`config.mk`:
```
export PLATFORM = sky130hd
export DESIGN_NAME = mmio_display_ctrl
export DESIGN_NICKNAME = d
export VERILOG_FILES = /design/src/rtl/mmio_display_ctrl.sv
export SDC_FILE = /design/constraint.sdc
export NUM_CORES = 1
export LEC_CHECK = 0
export ABC_AREA = 0
export CAP_MARGIN = 30
export CORE_UTILIZATION = 40
export CTS_BUF_LIST = sky130_fd_sc_hd__clkbuf_4
export DETAILED_ROUTE_END_ITERATION = 10
export SLEW_MARGIN = 20
export SYNTH_ARGS = -nofsm -noshare
export SYNTH_HDL_FRONTEND = slang
export SYNTH_SLANG_ARGS = --single-unit
```
`constraint.sdc`:
```
create_clock -name clk -period 6.9 [get_ports clk]
set_input_delay 1.38 -clock clk [delete_from_list [all_inputs] [get_ports clk]]
set_output_delay 1.38 -clock clk [all_outputs]
set_load 0.01 [all_outputs]
```
`src/rtl/mmio_display_ctrl.sv`:
```
// MMIO LED and multiplexed 7-segment display controller with frame-synchronous
// double buffering, leading-zero blanking, blink, display enable and readback.
module mmio_display_ctrl #(
    parameter int unsigned LED_WIDTH    = 16,
    parameter int unsigned NUM_DIGITS   = 8,
    parameter int unsigned SCAN_DIV     = 100000,
    parameter int unsigned BLINK_FRAMES = 64
) (
    input  logic                  clk,
    input  logic                  rst,
    input  logic                  led_we,
    input  logic                  seg_we,
    input  logic                  mode_we,
    input  logic [31:0]           wdata,
    input  logic [1:0]            rd_sel,
    output logic [31:0]           rdata,
    output logic [LED_WIDTH-1:0]  led_out,
    output logic [7:0]            seg_lo,
    output logic [7:0]            seg_hi,
    output logic [NUM_DIGITS-1:0] dig_sel
);

    localparam int unsigned HALF  = NUM_DIGITS / 2;
    localparam int unsigned HEX_W = 4 * NUM_DIGITS;
    localparam int unsigned PS_W  = (SCAN_DIV > 1) ? $clog2(SCAN_DIV) : 1;
    localparam int unsigned IDX_W = (HALF > 1) ? $clog2(HALF) : 1;
    localparam int unsigned BF_W  = (BLINK_FRAMES > 1) ? $clog2(BLINK_FRAMES) : 1;

    logic [HEX_W-1:0]      pending;
    logic [HEX_W-1:0]      active;
    logic [2:0]            mode;
    logic [PS_W-1:0]       prescaler;
    logic [IDX_W-1:0]      idx;
    logic [BF_W-1:0]       blink_cnt;
    logic                  blink_phase;

    logic                  tick;
    logic                  wrap;
    logic                  frame_end;
    logic                  any_nz;
    logic [NUM_DIGITS-1:0] keep;
    logic [7:0]            seg_lo_d;
    logic [7:0]            seg_hi_d;
    logic [NUM_DIGITS-1:0] dig_sel_d;

    function automatic logic [7:0] hex7(input logic [3:0] h);
        case (h)
            4'h0: hex7 = 8'h3F;
            4'h1: hex7 = 8'h06;
            4'h2: hex7 = 8'h5B;
            4'h3: hex7 = 8'h4F;
            4'h4: hex7 = 8'h66;
            4'h5: hex7 = 8'h6D;
            4'h6: hex7 = 8'h7D;
            4'h7: hex7 = 8'h07;
            4'h8: hex7 = 8'h7F;
            4'h9: hex7 = 8'h6F;
            4'hA: hex7 = 8'h77;
            4'hB: hex7 = 8'h7C;
            4'hC: hex7 = 8'h39;
            4'hD: hex7 = 8'h5E;
            4'hE: hex7 = 8'h79;
            default: hex7 = 8'h71;
        endcase
    endfunction

    assign tick      = (prescaler == PS_W'(SCAN_DIV - 1));
    assign wrap      = (idx == IDX_W'(HALF - 1));
    assign frame_end = tick && wrap;

    // Scan from the most significant digit down so each digit knows whether
    // anything non-zero sits at or above it.
    always_comb begin
        any_nz = 1'b0;
        keep   = '0;
        for (int unsigned j = 0; j < NUM_DIGITS; j++) begin
            any_nz = any_nz | (active[4*(NUM_DIGITS-1-j) +: 4] != 4'h0);
            keep[NUM_DIGITS-1-j] = any_nz || !mode[1] || (j == NUM_DIGITS - 1);
        end
    end

    always_comb begin
        dig_sel_d = '0;
        seg_lo_d  = '0;
        seg_hi_d  = '0;
        if (mode[0]) begin
            for (int unsigned k = 0; k < HALF; k++) begin
                if (idx == IDX_W'(k)) begin
                    dig_sel_d[k]        = 1'b1;
                    dig_sel_d[k + HALF] = 1'b1;
                    if (!(mode[2] && blink_phase)) begin
                        if (keep[k])
                            seg_lo_d = hex7(active[4*k +: 4]);
                        if (keep[k + HALF])
                            seg_hi_d = hex7(active[4*(k + HALF) +: 4]);
                    end
                end
            end
        end
    end

    always_ff @(posedge clk) begin
        if (rst) begin
            led_out     <= '0;
            pending     <= '0;
            active      <= '0;
            mode        <= 3'b001;
            prescaler   <= '0;
            idx         <= '0;
            blink_cnt   <= '0;
            blink_phase <= 1'b0;
            seg_lo      <= '0;
            seg_hi      <= '0;
            dig_sel     <= '0;
        end else begin
            if (led_we)
                led_out <= wdata[LED_WIDTH-1:0];
            if (mode_we)
                mode <= wdata[2:0];
            // A write on the commit edge lands in pending; active takes the old value.
            if (seg_we)
                pending <= wdata[HEX_W-1:0];
            if (frame_end)
                active <= pending;

            prescaler <= tick ? '0 : prescaler + PS_W'(1);
            if (tick)
                idx <= wrap ? '0 : idx + IDX_W'(1);

            if (frame_end) begin
                if (blink_cnt == BF_W'(BLINK_FRAMES - 1)) begin
                    blink_cnt   <= '0;
                    blink_phase <= ~blink_phase;
                end else begin
                    blink_cnt <= blink_cnt + BF_W'(1);
                end
            end

            seg_lo  <= seg_lo_d;
            seg_hi  <= seg_hi_d;
            dig_sel <= dig_sel_d;
        end
    end

    always_comb begin
        rdata = '0;
        case (rd_sel)
            2'd0:    rdata[LED_WIDTH-1:0] = led_out;
            2'd1:    rdata[HEX_W-1:0]     = pending;
            2'd2:    rdata[HEX_W-1:0]     = active;
            default: rdata[2:0]           = mode;
        endcase
    end

endmodule
```
# [Yosys cells after proc, flatten, opt, wreduce, memory -nomap -nowiden]
# Memory sizes are Yosys's and may differ from the RTL's. A register that Yosys moved wholly into a read port is not among the register bits.
# Cells that the tools add are included.
# Widths: inputs -> output; s select.
[classes] n_addsub=3 multipliers=0 n_div=0 magnitude_cmp=0 eq_ne=7 shift=0 muxes=48 bitwise=8 reduce_logical=22
[ops] operator="$mux 8" count=23
[ops] operator="$mux 4" count=16
[ops] operator="$pmux 13 s3" count=1
[ops] operator="$pmux 16 s2" count=1
[ops] operator="$reduce_bool 4->1" count=7
[ops] operator="$add 17x1->17 const B" count=1
[ops] operator="$eq 17x17->1 const B" count=1
[ops] operator="$pmux 3 s3" count=1
[ops] operator="$logic_or 1x1->1" count=7
[ops] operator="$add 6x1->6 const B" count=1
[ops] operator="$eq 2x2->1 const B" count=3
[ops] operator="$eq 6x6->1 const B" count=1
[ops] operator="$mux 6" count=1
[ops] operator="$or 1x1->1" count=6
[ops] operator="$eq 2x1->1 const B" count=2
[ops] operator="$logic_not 2->1" count=2
[ops] operator="$mux 1" count=4
[ops] operator="$reduce_or 2->1" count=2
[ops] operator="$add 2x1->2 const B" count=1
[ops] operator="$logic_and 1x1->1" count=2
[ops] operator="$mux 2" count=1
[ops] operator="$not 1->1" count=2
[ops] operator="$reduce_and 2->1" count=1
[ops] operator="$logic_not 1->1" count=1
[word_totals] reg_bits=133 latch_bits=0 mem_bits_rw=0 mem_bits_ro=896 word_cells=107 memories=8
[memory_table] memory="(name not given)" words=16 width=7 read_ports=1 rd_clocked_by_memory_dff=1 wr=0 line_no="47" rtl="case (h)"
[memory_table] memory="(name not given)" words=16 width=7 read_ports=1 rd_clocked_by_memory_dff=1 wr=0 line_no="47"
[memory_table] memory="(name not given)" words=16 width=7 read_ports=1 rd_clocked_by_memory_dff=1 wr=0 line_no="47"
[memory_table] memory="(name not given)" words=16 width=7 read_ports=1 rd_clocked_by_memory_dff=1 wr=0 line_no="47"
[memory_table] memory="(name not given)" words=16 width=7 read_ports=1 rd_clocked_by_memory_dff=1 wr=0 line_no="47"
[memory_table] memory="(name not given)" words=16 width=7 read_ports=1 rd_clocked_by_memory_dff=1 wr=0 line_no="47"
[memory_table] memory="+2 memories"

# [Logic depth before layout (Yosys ltp)]
# Gate-level depths: netlist (run 1).
[depth] ltp_word=17 depth_mapped=16

# [Worst setup path after synthesis (run 1)]
# Ideal clock, no wire load.
[synth_timing] path_kind="input to register" startpoint="input port rst" endpoint="register with a tool-made name" setup_time_ns=0.117 t_arrival_ns=3.722 required_ns=6.783 path_slack_ns=3.061 stages=13 cell_sequence="clkbuf_1 buf_2 clkbuf_1 clkbuf_1 clkbuf_1 a21oi_1 inv_1 ha_1 inv_1 a21oi_1 nand2_1 nand3_1 a22o_1"
[synth_rtl] element="start: declaration" line_no="10" rtl="input logic rst,"

# [Worst setup path in the final report (run 1)]
[layout_timing] startpoint="input port rd_sel[1]" endpoint="output port rdata[18]"
[layout_between] elab_chain_cells=2 word_cells_on_any_way=3 classes_between="eq/ne (2); mux (1)"
[layout_lines] element="start: declaration" line_no="15" rtl="input logic [1:0] rd_sel,"
[layout_lines] element="$eq 2x2->1 / $eq 2x1->1 (equally long branches)" line_no="147" rtl="case (rd_sel)"
[layout_lines] element="$pmux 16 s2 *" line_no="147"
[layout_lines] element="end: declaration" line_no="16" rtl="output logic [31:0] rdata,"
# Every way passes the cells marked *; elsewhere a longest branch is shown, timed or not.

==> metrics.md, run 1 <==
| Metric | Value |
|---|---|
| Status | completed |
| Initial core utilization | 40.9% |
| Total gr overflow | 0 |
| Simple-Gate Fraction of Synth Area | 20.1% |
| Resized cells post-CTS | 0 |
| RD Place Congestion | 0.859 |
| Fmax | 194 MHz |
| CP max stage delay | 0.59 ns |
| Crit end category | output pin |
| Clk slew on worst S/H paths | 0.17 ns |
| # DRC | 0 |
| Vias in the first global route | 8,209 |
| Clk sinks | 183 |
| Worst Path Buf+Inv | 4 |
| Ys async rst share | 0% |
| Total routed wirelength | 29.6 mm |
| Crit-path max FO | 17 |
| Die height | 160 microns |
| CTS buffer count | 17 |
| Required time of the critical path | 5.52 ns |
| RSZ-0062 raised after global routing | no |
| Worst setup path startpoint | rd_sel[1] |
| Share of cells above drive strength 1 | 7.17% |
| Via count | 8,937 |
| Post-synth EDFFs | 0 |
| Die Area | 25,700 sq um |
| Worst-skew pair later-pin latency | 0.58 ns |
| Syn Area/Cell | 8.66 sq um |
| H-tree depth | 4 |
| Min-delay worst type | flip-flop to flip-flop |
| Lkg Pwr | 4.49 nW |
| Top cell type by total area after synthesis | dfxtp_1 |
| DR WL/cell | 18.9 microns |
| #FFs+latches synth | 183 |
| Final Cell Area | 11,700 sq um |
| Mux cell area share after synthesis | 7.93% |
| Synth top area cells | dfxtp_1 (37%), ha_1 (8.2%), mux2i_1 (7.6%), nor2_1 (4.0%), a21oi_1 (3.9%) |
| Tmin final | 5.15 ns |
| Root buffer cell | clkbuf_4 |
| DR vias/cell | 5.71 |
| Post-synth top area share | 36.6% |
| Max Slew Vio Count | 0 |
| Xor and xnor area share after synthesis | 1.49% |
| Reg2reg start | prescaler[0]$_SDFF_PP0_ |
| Max Clock Skew | 0.0254 ns |
| Dpl hpwl | 20.8 mm |
| Post-synth top flop | dfxtp_1 |
| Starting DRT DRC Count | 915 |
| Peak VDD IR | 0.153 mV |
| CP dominant cell by count | clkdlybuf4s50_1 |
| Non-Filler Instances | 1,566 |
| First-pass DRT Iterations | 6 |
| CTS tree | yes |
| Crit-path cells | clkdlybuf4s50_1 > inv_1 > ha_1 > buf_4 > a22oi_1 > nor2b_1 > clkdlybuf4s50_1 |
| Inst Count DP | 1,530 |
| Fin crit share | 74.6% |
| Hold Fails Final Rpt | 0 |
| Placeable Area | 24,500 sq um |
| CP delay by family, top | buffers and inverters |
| Post-Synth Adder-Cell Area | 8.24% |
| P&R area growth vs syn | 16.5% |
| Final setup fails | 0 |
| Hold slack | 0.482 ns |
| Post-synthesis compound-gate area fraction | 20.1% |
| Postcts setup bufs | 0 |
| Initial antenna violation count | 1 |
| Mapped cell area | 10,000 sq um |
| DRT antenna net count | 0 |
| Flop2flop setup slack | 3.18 ns |
| Rel. slew slack | 43.0% |
| First-pass GRT wire length | 46.6 mm |
| CTS Hold Bufs | 0 |
| Largest net degree at the start of global routing | 67 |
| Max-cap violation count | 0 |
| Synth Warn # | 0 |
| Sequential cell area fraction in the yosys report | 36.6% |
| Worst setup path end | rdata[18] |
| Levels on crit path | 7 |
| Critical path launch point type | input port |
| Die Width | 160 microns |
| Worst Tran Pin Value | 0.847 ns |
| Critical Path AT | 3.77 ns |
| Post-DP Area | 11,300 sq um |
| CTS max path bufs | 2 |
| Max stage delay cell, worst path | ha_1 |
| Worst Path Class, Setup | input port to output pin |
| Nets | 1,333 |
| Ports | 111 |
| Library cells used by synthesis | 70 |
| Reg2reg path depth | 15 |
| Port Buffer Count | 108 |
| Largest family of logic cells by synthesized area | compound AO/OA/AOI/OAI gates |
| Mapped Cells | 1,156 |
| Rows | 57 |
| Final setup TNS | 0 ns |
| Total power | 1.95 mW |
| Power per Cell Area | 167 nW/um^2 |
| Total GRT Usage | 23.0% |
[kinds of logic (layout without fill, tap and decap cells)]
family | Yosys count | in the layout
simple gates | 389 | 389
compound gates | 286 | 286
flops | 183 | 183
buf+inv | 135 | 219
mux | 79 | 79
fa+ha+maj | 66 | 66
xor+xnor | 17 | 17
other cells | 1 | 3
[power breakdown]
part | total [mW] | switching [mW] | internal [mW]
logic | 0.181 | 0.0902 | 0.0906
registers | 1.11 | 0.0310 | 1.08
clock network | 0.655 | 0.424 | 0.231
[cell usage after synthesis (28+ instances only)]
cell and instances:
nor2_1 107, o21ai_0 46, dfxtp_1 183, mux2i_1 76
a21oi_1 79, inv_1 59, nand3_1 32, clkbuf_1 48
nor2b_1 33, ha_1 66, a22oi_1 28, nand2_1 99
[cell type report]
type	instances	area [sq um]
fill	2401	12800
multi-input combinational	839	5810
sequential	183	3660
timing repair buffer	123	1230
tap	324	405
inverter	64	240
clock inverter	15	185
clock buffer	17	128
antenna	1	2.50
[worst min-delay path by stage]
stage / endpoint / slack [ns] / cells after the start
global route: seg_hi[5]$_SDFF_PP0_ / 0.48 / 2
CTS: seg_hi[0]$_SDFF_PP0_ / 0.48 / 2
finish: seg_hi[0]$_SDFF_PP0_ / 0.48 / 2
detailed placement: prescaler[0]$_SDFF_PP0_ / 0.45 / 1
global placement: prescaler[0]$_SDFF_PP0_ / 0.45 / 1
floorplan: seg_lo[6]$_SDFF_PP0_ / 0.40 / 2
[cell usage in the layout (no fill, tap or decap), types with 17 or more instances in the layout]
cell type        count
nor2_1             106
a21oi_1             79
nand2_1             98
inv_1               59
clkbuf_4            17
a22oi_1             28
clkdlybuf4s50_1    106
nor2b_1             33
o21ai_0             46
dfxtp_1            183
mux2i_1             76
nand3_1             32
ha_1                65
nand3b_1            17
a222oi_1            18
[through the flow]
step | setup WS, ns | util [%]
after floorplan | 3.06 | -
after global placement | 1.71 | 46.2
after detailed placement | 1.76 | 46.2
after CTS | 1.77 | 47.5
after global routing | 1.60 | 47.7
final | 1.75 | 47.7
[worst reg2reg max path, stage by stage (launching register included)]
cell	delay [ns]
dfxtp_1	0.41
ha_1	0.25
and4_1	0.29
nand4_1	0.10
buf_4	0.29
nor2_2	0.50
buf_12	0.26
nand2_1	0.11
a21oi_1	0.36
inv_1	0.19
ha_1	0.32
inv_1	0.09
a21oi_1	0.08
nand2_1	0.08
nand3_1	0.08
a22o_1	0.24
[layer usage]
metal  share of wire [%]  GRT usage [%]  vias up  wire length [microns]
met4                 1.5           5.32        0                    431
met3                 7.2           3.48       37                   2130
met2                  43           34.4      390                  12900
met5                   0              0        -                      0
li1                    -              -     4292                      -
met1                  48           34.3     4218                  14200
(Power assumes the default switching activity.)
==> run 2: changes to the inputs <==
==> constraint.sdc (replaced) <==
create_clock -name clk -period 4.7 [get_ports clk]
set_input_delay 0.94 -clock clk [delete_from_list [all_inputs] [get_ports clk]]
set_output_delay 0.94 -clock clk [all_outputs]
set_load 0.01 [all_outputs]
==> run 2 against run 1 <==
Wire length is essentially flat. Clock skew increased by 0.012 ns. Register-to-register slack got worse by 1.8 ns. Power is 45% higher. Clock power is 43% higher. Highest routed layer unchanged.
==> metrics.md, run 2 (synthesis gave the netlist of run 1 again) <==
| Metric | Value |
|---|---|
| # DRC | 0 (unchanged) |
| Total routed wirelength | 29.6 mm (about the same) |
| Max-cap violation count | 0 (unchanged) |
| Lkg Pwr | 4.48 nW (-0.12%) |
| CTS buffer count | 17 (unchanged) |
| DRT antenna net count | 0 (unchanged) |
| Vias in the first global route | 8,271 (+0.76%) |
| Max Clock Skew | 0.0374 ns (+0.0120 ns) |
| Min-delay worst type | flip-flop to flip-flop |
| GR met1 Demand/Resource | 34.3% (about the same) |
| Crit-path cells | clkdlybuf4s50_1 > inv_1 > ha_1 > buf_4 > a22oi_1 > nor2b_1 > clkdlybuf4s50_1 |
| RSZ-0062 raised after global routing | no |
| Rows | 57 (unchanged) |
| Required time of the critical path | 3.76 ns (-1.76 ns) |
| CTS Hold Bufs | 0 (unchanged) |
| Share of cells above drive strength 1 | 7.32% (+0.14 points) |
| Critical Path AT | 3.27 ns (-0.50 ns) |
| CTS tree | yes |
| P&R area growth vs syn | 16.6% (about the same) |
| Postcts setup bufs | 0 (unchanged) |
| Critical path launch point type | input port |
| Commonest non-fill, non-tap cell in the layout | dfxtp_1 |
| Final setup TNS | 0 ns (unchanged) |
| Fin crit share | 89.5% |
| CP max stage delay | 0.60 ns (about the same) |
| Placeable Area | 24,500 sq um (unchanged) |
| Worst-skew pair later-pin latency | 0.62 ns (+0.04 ns) |
| Crit-path max FO | 17 (unchanged) |
| Worst Path Class, Setup | input port to output pin |
| Final Cell Area | 11,700 sq um (about the same) |
| Root buffer cell | clkbuf_4 |
| Met2 global-route usage | 33.7% (-0.67 points) |
| Max stage delay cell, worst path | ha_1 |
| Die Width | 160 microns (unchanged) |
| First-pass GRT wire length | 47.0 mm (+0.99%) |
| Largest net degree at the start of global routing | 126 (+88%) |
| First-pass DRT Iterations | 8 (+2) |
| Nets | 1,336 (+0.23%) |
| Clk slew on worst S/H paths | 0.15 ns (-0.02 ns) |
| Dpl hpwl | 21.4 mm (+2.7%) |
| Die Area | 25,700 sq um (unchanged) |
| Top Usage Layer GRT | met1 |
| Final setup fails | 0 (unchanged) |
| Hold Fails Final Rpt | 0 (unchanged) |
| Starting DRT DRC Count | 836 (-8.6%) |
| DR WL/cell | 18.8 microns (-0.48%) |
| CP dominant cell by count | clkdlybuf4s50_1 |
| Crit end category | output pin |
| Most frequent cells in the layout | dfxtp_1 (183), nor2_1 (106), clkdlybuf4s50_1 (106) |
| GR Layer Usage met3 | 3.45% (-0.026 points) |
| CTS max path bufs | 2 (unchanged) |
| Status | completed |
| H-tree depth | 4 (unchanged) |
| Fmax | 238 MHz |
| Reg2reg path depth | 11 (-4) |
| Worst Tran Pin Value | 0.992 ns (+0.145 ns) |
| Tmin final | 4.21 ns |
| Die height | 160 microns (unchanged) |
| Port Buffer Count | 108 (unchanged) |
| Clk sinks | 183 (unchanged) |
| Peak VDD IR | 0.168 mV (+9.9%) |
| Initial antenna violation count | 1 (unchanged) |
| Resized cells post-CTS | 0 (unchanged) |
| Rel. slew slack | 33.3% (-9.8 points) |
| Post-DP Area | 11,300 sq um (+0.23%) |
| Ports | 111 (unchanged) |
| Total GRT Usage | 23.1% (+0.13 points) |
| DR vias/cell | 5.72 (+0.30%) |
| Power per Cell Area | 243 nW/um^2 (+45%) |
| RD Place Congestion | 0.862 (+0.42%) |
| Hold depth | 2 (unchanged) |
| Via count | 8,998 (+0.68%) |
| Total gr overflow | 0 (unchanged) |
| Initial core utilization | 40.9% (unchanged) |
| Max Slew Vio Count | 0 (unchanged) |
-- run 2: worst paths after layout --
kind	slack [ns]	end	startpoint
hold reg to reg	0.46	seg_hi[3]$_SDFF_PP0_	flip-flop
setup reg to reg	1.37	flip-flop	prescaler[0]$_SDFF_PP0_
hold / removal	0.46	seg_hi[3]$_SDFF_PP0_	flip-flop
setup / recovery	0.49	rdata[16]	rd_sel[1]
-- run 2: layout make-up --
class	instances	area, sq um
Antenna cell	4	10.0
Clock buffer	18	135
Clock inverter	14	166
Fill cell	2327	12800
Inverter	64	240
Multi-Input combinational cell	839	5820
Sequential cell	183	3660
Tap cell	324	405
Timing Repair Buffer	126	1240
-- run 2: power by group --
| part | internal, mW | switching [mW] |
|---|---|---|
| clock | 0.335 | 0.599 |
| combinational | 0.135 | 0.133 |
| sequential | 1.59 | 0.0455 |
-- run 2: metrics by stage --
step / setup slack (ns) / hold WS [ns] / std cells / power [mW] / utilization (%)
2_1_floorplan: 1.30 / 0.401 / 1157 / 1.79 / -
5_1_grt: 0.360 / 0.492 / 1572 / 2.95 / 47.7
3_5_place_dp: 0.527 / 0.452 / 1533 / 1.93 / 46.3
3_3_place_gp: 0.539 / 0.444 / 1533 / 1.93 / 46.3
6_report: 0.493 / 0.463 / 1572 / 2.84 / 47.7
4_1_cts: 0.519 / 0.474 / 1565 / 2.86 / 47.5
-- run 2: layer usage --
| layer | routed length [microns] | vias to the layer above |
|---|---|---|
| met3 | 1870 | 38 |
| met2 | 12700 | 370 |
| met5 | 0 | - |
| met4 | 518 | 0 |
| li1 | - | 4296 |
| met1 | 14500 | 4294 |
-- run 2: worst max-delay path, delay by kind of cell --
family,cells,cell delay (ns)
fa+ha+maj,1,0.60
simple gates,1,0.16
buf+inv,4,1.46
compound gates,1,0.11
==> run 3: changes to the inputs <==
--- a/config.mk
+++ b/config.mk
@@ -10,6 +10,7 @@
 export CORE_UTILIZATION = 40
 export CTS_BUF_LIST = sky130_fd_sc_hd__clkbuf_4
 export DETAILED_ROUTE_END_ITERATION = 10
+export SETUP_SLACK_MARGIN = 0.3
 export SLEW_MARGIN = 20
 export SYNTH_ARGS = -nofsm -noshare
 export SYNTH_HDL_FRONTEND = slang
==> results of run 3 <==
No change in the layout: final DEF, timing and power equal those of run 2.
